File: src/rtl/seqdet_pkg.sv
// Shared types and constants for the programmable serial pattern detector.
package seqdet_pkg;

    // Controller states: FILLING while the history window is partial, ARMED once it is full.
    typedef enum logic {
        FILLING = 1'b0,
        ARMED   = 1'b1
    } seqdet_state_e;

    localparam int unsigned DEFAULT_LEN     = 3;
    localparam logic [DEFAULT_LEN-1:0] DEFAULT_PATTERN = 3'b101;
    localparam int unsigned DEFAULT_FILL_W  = $clog2(DEFAULT_LEN + 1);

    // Width of a fill counter that must represent 0..len inclusive.
    function automatic int unsigned fill_width(input int unsigned len);
        return $clog2(len + 1);
    endfunction

endpackage

File: src/rtl/sequence_detector_n_sat_counter.sv
// Saturating up-counter with synchronous clear.
//   clock, reset : rising-edge clock, synchronous active-high reset
//   inc          : count up by one unless already at all-ones
//   clr          : clear to zero; wins over inc
//   count        : current value
module sat_counter #(
    parameter int unsigned W = 8
) (
    input  logic         clock,
    input  logic         reset,
    input  logic         inc,
    input  logic         clr,
    output logic [W-1:0] count
);

    always_ff @(posedge clock) begin
        if (reset) begin
            count <= '0;
        end else if (clr) begin
            count <= '0;
        end else if (inc && (count != '1)) begin
            count <= count + W'(1);
        end
    end

endmodule

File: src/rtl/sequence_detector_n.sv
// Run-time programmable serial pattern detector (Moore output).
//   clock, reset : rising-edge clock, synchronous active-high reset
//   enable       : sample w this cycle; otherwise detector state holds
//   w            : serial data bit
//   load         : capture pattern_in and flush history (w ignored)
//   pattern_in   : new pattern, bit LEN-1 is the first-received bit
//   overlap      : 1 keeps history after a match, 0 flushes it
//   count_clear  : synchronous clear of match_count
//   z            : high for the cycle after a matching sample
//   match_count  : saturating number of matches
//   fill         : number of valid history bits, 0..LEN
module sequence_detector_n
    import seqdet_pkg::*;
#(
    parameter int unsigned     LEN         = 3,
    parameter int unsigned     CNT_W       = 8,
    parameter logic [LEN-1:0]  RST_PATTERN = LEN'(DEFAULT_PATTERN)
) (
    input  logic                       clock,
    input  logic                       reset,
    input  logic                       enable,
    input  logic                       w,
    input  logic                       load,
    input  logic [LEN-1:0]             pattern_in,
    input  logic                       overlap,
    input  logic                       count_clear,
    output logic                       z,
    output logic [CNT_W-1:0]           match_count,
    output logic [$clog2(LEN+1)-1:0]   fill
);

    localparam int unsigned FILL_W = fill_width(LEN);

    seqdet_state_e       state;
    seqdet_state_e       state_next;
    logic [LEN-1:0]      history;
    logic [LEN-1:0]      history_next;
    logic [LEN-1:0]      history_shift;
    logic [LEN-1:0]      pattern;
    logic [LEN-1:0]      pattern_next;
    logic [FILL_W-1:0]   fill_next;
    logic                full_after;
    logic                match_c;
    logic                z_next;

    // State, history, pattern and flag registers.
    always_ff @(posedge clock) begin
        if (reset) begin
            state   <= FILLING;
            history <= '0;
            pattern <= RST_PATTERN;
            fill    <= '0;
            z       <= 1'b0;
        end else begin
            state   <= state_next;
            history <= history_next;
            pattern <= pattern_next;
            fill    <= fill_next;
            z       <= z_next;
        end
    end

    // Next-state logic: load beats enable; an idle cycle holds everything but drops z.
    always_comb begin
        state_next    = state;
        history_next  = history;
        pattern_next  = pattern;
        fill_next     = fill;
        z_next        = 1'b0;
        match_c       = 1'b0;
        history_shift = {history[LEN-2:0], w};
        // The window is full after this sample if already armed or one bit short.
        full_after    = (state == ARMED) || (fill == FILL_W'(LEN - 1));

        if (load) begin
            pattern_next = pattern_in;
            history_next = '0;
            fill_next    = '0;
            state_next   = FILLING;
        end else if (enable) begin
            match_c = full_after && (history_shift == pattern);
            z_next  = match_c;
            if (match_c && !overlap) begin
                history_next = '0;
                fill_next    = '0;
                state_next   = FILLING;
            end else begin
                history_next = history_shift;
                fill_next    = full_after ? FILL_W'(LEN) : fill + FILL_W'(1);
                state_next   = full_after ? ARMED : FILLING;
            end
        end
    end

    sat_counter #(
        .W(CNT_W)
    ) u_match_counter (
        .clock (clock),
        .reset (reset),
        .inc   (match_c),
        .clr   (count_clear),
        .count (match_count)
    );

endmodule

File: config.mk
export PLATFORM = sky130hd
export DESIGN_NAME = sequence_detector_n
export DESIGN_NICKNAME = d
export VERILOG_FILES = /design/src/rtl/seqdet_pkg.sv /design/src/rtl/sequence_detector_n_sat_counter.sv /design/src/rtl/sequence_detector_n.sv
export SDC_FILE = /design/constraint.sdc
export NUM_CORES = 1
export LEC_CHECK = 0
export ABC_CLOCK_PERIOD_IN_PS = 4600
export CAP_MARGIN = 10
export CORE_ASPECT_RATIO = 1.1
export CORE_MARGIN = 5
export CORE_UTILIZATION = 51
export CTS_CLUSTER_SIZE = 28
export DETAILED_ROUTE_END_ITERATION = 12
export PLACE_DENSITY = 0.88
export RECOVER_POWER = 50
export SLEW_MARGIN = 20
export SYNTH_ARGS = -nofsm -noshare
export SYNTH_HDL_FRONTEND = slang
export SYNTH_SLANG_ARGS = --single-unit
File: constraint.sdc
create_clock -name clock -period 4.6 [get_ports clock]
set_input_delay 0.92 -clock clock [delete_from_list [all_inputs] [get_ports clock]]
set_output_delay 0.92 -clock clock [all_outputs]
set_load 0.02 [all_outputs]
==> results of run 1 <==
==> per-stage QoR <==
step,hold WS [ns],instances
5_1_grt,0.530,134
4_1_cts,0.511,134
2_1_floorplan,0.470,97
3_5_place_dp,0.497,130
6_report,0.497,134
3_3_place_gp,0.478,130
==> worst min-delay path: stages, from the launching register on <==
cell and delay, ns:
dfxtp_1 0.34, nand2_1 0.06, mux2i_1 0.05
==> power breakdown <==
group          switching (mW)  total (mW)  internal [mW]
combinational          0.0157      0.0295         0.0138
clock                  0.0476      0.0799         0.0324
sequential            0.00218       0.152          0.150
total                  0.0655       0.262          0.196
==> cells by family after synthesis <==
family	count (synthesis)
AO/OA/AOI/OAI	19
XOR/XNOR	3
adder cells (fa/ha/maj)	2
buffers and inverters	8
flip-flops	17
multiplexers	4
AND/OR/NAND/NOR	44
==> cells in the final DEF (no fill, tap or decap) <==
master	n
nand2_1	14
a41o_1	4
nor3b_1	1
nor3_1	2
dlygate4sd3_1	12
a211o_1	2
a31oi_1	5
clkdlybuf4s50_1	8
xor2_1	3
mux2i_1	4
inv_1	4
or3_1	3
a22o_1	4
clkinv_2	1
nand4_1	2
a2111oi_4	1
a21oi_1	2
dfxtp_1	17
or2_1	1
ha_1	2
and4_1	1
and3_1	3
clkbuf_4	3
nor2b_1	2
nor4b_1	1
nand3_1	3
o41ai_2	1
nor2_1	10
nor4_4	1
==> registers in the layout (all words and copies together) (netlist names) <==
| signal | count |
|---|---|
| history | 2 |
| u_match_counter.count | 8 |
| z | 1 |
| state | 1 |
| fill | 2 |
| pattern | 3 |
==> how the worst min path moves through the flow <==
stage                     slack [ns]                      from                       end  depth (start not counted)
final                           0.50  u_match_counter.count[1]  u_match_counter.count[1]                          2
after global routing            0.53  u_match_counter.count[1]  u_match_counter.count[1]                          2
after floorplan                 0.47                history[1]                history[1]                          1
after detailed placement        0.50  u_match_counter.count[1]  u_match_counter.count[1]                          2
after CTS                       0.51  u_match_counter.count[1]  u_match_counter.count[1]                          2
after global placement          0.48  u_match_counter.count[1]  u_match_counter.count[1]                          2
==> layer usage <==
layer / track usage / up-vias / routed length [µm]
met3: 0.0277 / 4 / 101
met5: 0 / - / 0
met1: 0.171 / 374 / 773
met2: 0.284 / 31 / 964
li1: - / 397 / -
met4: 0.0786 / 0 / 41
==> cell type report <==
type / instances / area share
Multi-Input combinational cell: 72 / 0.452
Clock buffer: 3 / 0.0204
Inverter: 4 / 0.0136
Sequential cell: 17 / 0.308
Tap cell: 17 / 0.0193
Clock inverter: 1 / 0.00454
Timing Repair Buffer: 20 / 0.181
==> out/results.tsv, run 1 <==
stage	metric	value	unit
setup_path	r2r startpoint	fill[0]	
yosys	commonest cells in the netlist	dfxtp_1 (17), nand2_1 (14), nor2_1 (10)	
yosys	ys async rst share	0	
setup_path	Worst path top cell family by delay	simple AND/OR/NAND/NOR gates	
route	DR pass1 iterations	4	
setup_path	Setup crit start kind	input port	
clocking	CTS tree	done	
setup_path	Worst EP required	4.79	ns
yosys	largest cells by area after synthesis	dfxtp_1 (39%), nand2_1 (6.0%), a41o_1 (4.5%), mux2i_1 (4.5%), nor2_1 (4.3%)	
worst_hold_path	hold crit path type	reg -> reg	
setup_path	CP Depth	5	
global_route	vias in the first global route	781	
route	routed via count	806	
yosys	post-synthesis mux area share	0.0455	
setup_path	Worst Setup EP	fill[1]	
setup_path	R2R Setup Slk	2.80	ns
setup_path	Reg2Reg Depth	6	
pwr	PD cells	237	nW/µm²
sta	final critical-path share of the clock period	0.549	
floorplan	Die H	53.6	µm
clocking	H-tree level count	1	
setup_path	element type at the critical path end	flop	
pwr	Peak VDD IR	0.208	mV
yosys	most common cell in the netlist	dfxtp_1	
placed_design	gpl congestion	0.813	
sta	Final Worst Setup Slack	2.07	ns
floorplan	Cell Rows	15	
yosys	Ys Warns	0	
layout	synth-to-layout area growth	25.3	%
placed_design	placed cell areas	1080	µm²
route	vias per cell	6.01	
yosys	Synth Flop Type	dfxtp_1	
layout	Reg area	340	µm²
yosys	Mapped Cells	97	
yosys	Unique masters post-synth	28	
sta	setup violators final	0	
yosys	Post-Synth Simple-Gate Area	0.261	
global_route	first-pass GRT wire length	3220	µm
clocking	CTS Sinks	17	
setup_path	top fanout value on the critical path	15	
floorplan	Die X	49.6	µm
placed_design	DPL Wire Length	1450	µm
layout	ant diodes	0	
sta	final-report hold violation count	0	
pwr	Overall Power	0.262	mW
yosys	register bit total from synthesis	17	
global_route	largest net degree at the start of global routing	16	
layout	Final Util	0.684	
clocking	setup bufs post-CTS	0	
clocking	count of cells resized by post-cts repair	0	
layout	cell area after layout	1100	µm²
setup_path	Worst path max stage delay	0.75	ns
clocking	Clock transition at path regs	0.10	ns
run	Max Cap Violations	0	
sta	final worst path period need	2.53	ns
yosys	leading area contributor after synthesis	dfxtp_1	
sta	Final Skew	0.00230	ns
layout	share of cells above drive strength 1	0.0598	
floorplan	Floorplan Core Area	1610	µm²
setup_path	slowest CP cell	nor4_4	
layout	multi-input combinational cell area	499	µm²
floorplan	Initial Utilization	0.546	
route	Routed Antenna Nets	0	
setup_path	cell chain of the critical path	clkdlybuf4s50_1 -> xor2_1 -> nor4_4 -> a2111oi_4 -> a22o_1	
sta	max_slew headroom	0.461	
yosys	Mapped Area	881	µm²
pwr	P_leak	0.494	nW
sta	Max Fclk	396	MHz
route	wire per inst	14.0	µm
sta	Final TNS setup	0	ns
setup_path	Worst EP arrival	2.72	ns
layout	fillers	147	
floorplan	num ports	21	
yosys	largest family of logic cells by synthesized area	simple AND/OR/NAND/NOR gates	
route	drt drc	0	
global_route	GRT Residual Overflow	0	
yosys	syn_nets	109	
clocking	cts hold-fix bufs	0	
sta	RSZ-0062 raised after global routing	false	
clocking	CTS max path bufs	2	
yosys	Post-synth EDFFs	0	
yosys	register area share after synthesis	0.386	
route	Total Wirelength	1880	µm
setup_path	RR Endpoint	fill[1]	
run_status	status	complete, no violations	
clocking	worst skew pair latency	0.29	ns
yosys	adder-cell share of the synthesized area	0.0284	
sta	Worst-Margin Slew	0.802	ns
clocking	CTS Buf Count	3	
sta	fin. max-slew vios	0	
yosys	share of the synthesized area in the top cell type	0.386	
setup_path	Critical Path Start	w	
floorplan	die footprint	2660	µm²
layout	Nets	130	
global_route	Total GRT Usage	0.155	
setup_path	CP bufs+invs	1	
clocking	CTS Root Cell	clkbuf_4	
yosys	synthesized area per cell	9.08	µm²
yosys	XOR/XNOR share of the synthesized area	0.0298	
route	DRT iter0 DRCs	23	
placed_design	Setup WS pre-CTS	1.78	ns
setup_path	critical setup path kind	in -> reg	
placed_design	port bufs	20	
yosys	Synth Area in Compound Gates	0.202	
global_route	initial antenna violation count	0	
(Power assumes the default switching activity.)
==> inputs of run 2 (changes only) <==
--- a/config.mk
+++ b/config.mk
@@ -5,14 +5,14 @@
 export SDC_FILE = /design/constraint.sdc
 export NUM_CORES = 1
 export LEC_CHECK = 0
-export ABC_CLOCK_PERIOD_IN_PS = 4600
+export ABC_CLOCK_PERIOD_IN_PS = 2300
 export CAP_MARGIN = 10
 export CORE_ASPECT_RATIO = 1.1
 export CORE_MARGIN = 5
-export CORE_UTILIZATION = 51
+export CORE_UTILIZATION = 43
 export CTS_CLUSTER_SIZE = 28
 export DETAILED_ROUTE_END_ITERATION = 12
-export PLACE_DENSITY = 0.88
+export PLACE_DENSITY = 0.79
 export RECOVER_POWER = 50
 export SLEW_MARGIN = 20
 export SYNTH_ARGS = -nofsm -noshare
==> constraint.sdc (replaced) <==
create_clock -name clock -period 2.3 [get_ports clock]
set_input_delay 0.46 -clock clock [delete_from_list [all_inputs] [get_ports clock]]
set_output_delay 0.46 -clock clock [all_outputs]
set_load 0.02 [all_outputs]
==> run 2 against run 1 <==
Wire length fell by 1.2%. Clock-buffer cell count up 1. Non-clock buffer count grew 4. Sequential share of layout area fell by 0.95 points. First-iteration DRC count down 43%. Critical path depth grew 1. Register-to-register slack worse by 2.2 ns. Sequential cell count stayed put. Clock power up 100%. Cell count up 11%. Critical path type unchanged. Critical endpoint is now u_match_counter.count[7].
==> out/results.tsv, run 2 (synthesis results as in run 1) <==
stage	metric	value	unit
run_status	status	complete, no violations	
setup_path	Critical Path Start	w	
layout	leading cell type in the layout, fill and taps excluded	dfxtp_1	
placed_design	gpl congestion	0.819	
layout	cell area after layout	1140	µm²
pwr	P_leak	0.476	nW
route	drt drc	0	
worst_hold_path	hold crit path type	reg -> reg	
route	routed via count	794	
placed_design	Setup WS pre-CTS	0.202	ns
placed_design	port bufs	20	
sta	max_slew headroom	0.675	
placed_design	DPL Wire Length	1450	µm
layout	multi-input combinational cell area	499	µm²
global_route	Total GRT Usage	0.143	
layout	synth-to-layout area growth	29.3	%
sta	Max Fclk	503	MHz
setup_path	RR Endpoint	u_match_counter.count[7]	
route	Total Wirelength	1860	µm
sta	final-report hold violation count	0	
setup_path	Reg2Reg Depth	7	
setup_path	critical setup path kind	in -> reg	
setup_path	Setup crit start kind	input port	
clocking	CTS Root Cell	clkbuf_4	
sta	Final Skew	0.00427	ns
clocking	CTS Sinks	17	
sta	final critical-path share of the clock period	0.864	
route	wire per inst	12.5	µm
sta	Final TNS setup	0	ns
global_route	largest net degree at the start of global routing	14	
floorplan	Die H	57.5	µm
sta	final worst path period need	1.99	ns
pwr	PD cells	463	nW/µm²
sta	Worst-Margin Slew	0.486	ns
route	vias per cell	5.33	
sta	setup violators final	0	
clocking	cts hold-fix bufs	0	
placed_design	placed cell areas	1120	µm²
layout	ant diodes	0	
layout	biggest regs	u_match_counter.count x8, pattern x3	
clocking	count of cells resized by post-cts repair	0	
sta	Final Worst Setup Slack	0.312	ns
clocking	CTS max path bufs	2	
run	Max Cap Violations	0	
clocking	H-tree level count	1	
clocking	worst skew pair latency	0.29	ns
sta	RSZ-0062 raised after global routing	false	
setup_path	top fanout value on the critical path	10	
floorplan	die footprint	3050	µm²
setup_path	Worst EP required	2.49	ns
route	Routed Antenna Nets	0	
layout	fillers	181	
layout	Largest Register	u_match_counter.count	
layout	Reg area	340	µm²
floorplan	Initial Utilization	0.445	
layout	Nets	134	
global_route	vias in the first global route	779	
pwr	Peak VDD IR	0.333	mV
worst_hold_path	Hold Path Origin	u_match_counter.count[5]	
setup_path	Worst EP arrival	2.18	ns
layout	most frequent cells in the layout	dfxtp_1 (17), clkdlybuf4s50_1 (16), nand2_1 (14), nor2_1 (10), a31oi_1 (5)	
route	DR pass1 iterations	4	
clocking	CTS tree	done	
floorplan	Cell Rows	17	
floorplan	Die X	53.2	µm
setup_path	Worst Setup EP	u_match_counter.count[7]	
setup_path	element type at the critical path end	flop	
floorplan	num ports	21	
setup_path	r2r startpoint	fill[0]	
global_route	initial antenna violation count	0	
route	DRT iter0 DRCs	13	
global_route	first-pass GRT wire length	3310	µm
sta	fin. max-slew vios	0	
clocking	Clock transition at path regs	0.10	ns
floorplan	Floorplan Core Area	1980	µm²
clocking	CTS Buf Count	3	
layout	share of cells above drive strength 1	0.0661	
global_route	GRT Residual Overflow	0	
layout	max FFs per register	8	
clocking	setup bufs post-CTS	0	
setup_path	R2R Setup Slk	0.57	ns
## run 2: area by class of cell
| cell class | instances | share of cell area |
|---|---|---|
| sequential | 17 | 0.299 |
| timing repair buffer | 24 | 0.196 |
| clock buffer | 4 | 0.0231 |
| inverter | 4 | 0.0132 |
| tap | 28 | 0.0308 |
| multi-input combinational | 72 | 0.438 |
## run 2: how the worst min path moves through the flow
stage	endpoint	cells after the start
3_5_place_dp	history[1]	1
5_1_grt	u_match_counter.count[5]	2
3_3_place_gp	u_match_counter.count[1]	2
2_1_floorplan	history[1]	1
6_report	u_match_counter.count[5]	2
4_1_cts	u_match_counter.count[1]	2
## run 2: per-stage QoR
stage	util	hold slack (ns)	cells	power [mW]
finish	0.576	0.511	149	0.527
global route	0.576	0.541	149	0.558
CTS	0.579	0.514	149	0.532
detailed placement	0.566	0.488	145	0.373
global placement	0.566	0.481	145	0.371
floorplan	-	0.470	97	0.345
## run 2: critical path: stages
cell             delay [ns]
clkdlybuf4s50_1        0.44
xor2_1                 0.18
nor4_4                 0.37
clkbuf_1               0.37
a31oi_1                0.15
a41o_1                 0.22
## run 2: power breakdown
group          internal, mW  switching [mW]  total [mW]  leakage [nW]
registers             0.300         0.00439       0.304         0.138
logic                0.0300          0.0311      0.0611         0.323
clock network        0.0674          0.0943       0.162        0.0150
total                 0.397           0.130       0.527         0.476
## run 2: layer usage
metal | wire length [µm] | GRT usage
met5 | 0 | 0
met4 | 34 | 0.0730
met3 | 82 | 0.0313
met1 | 828 | 0.168
met2 | 912 | 0.239
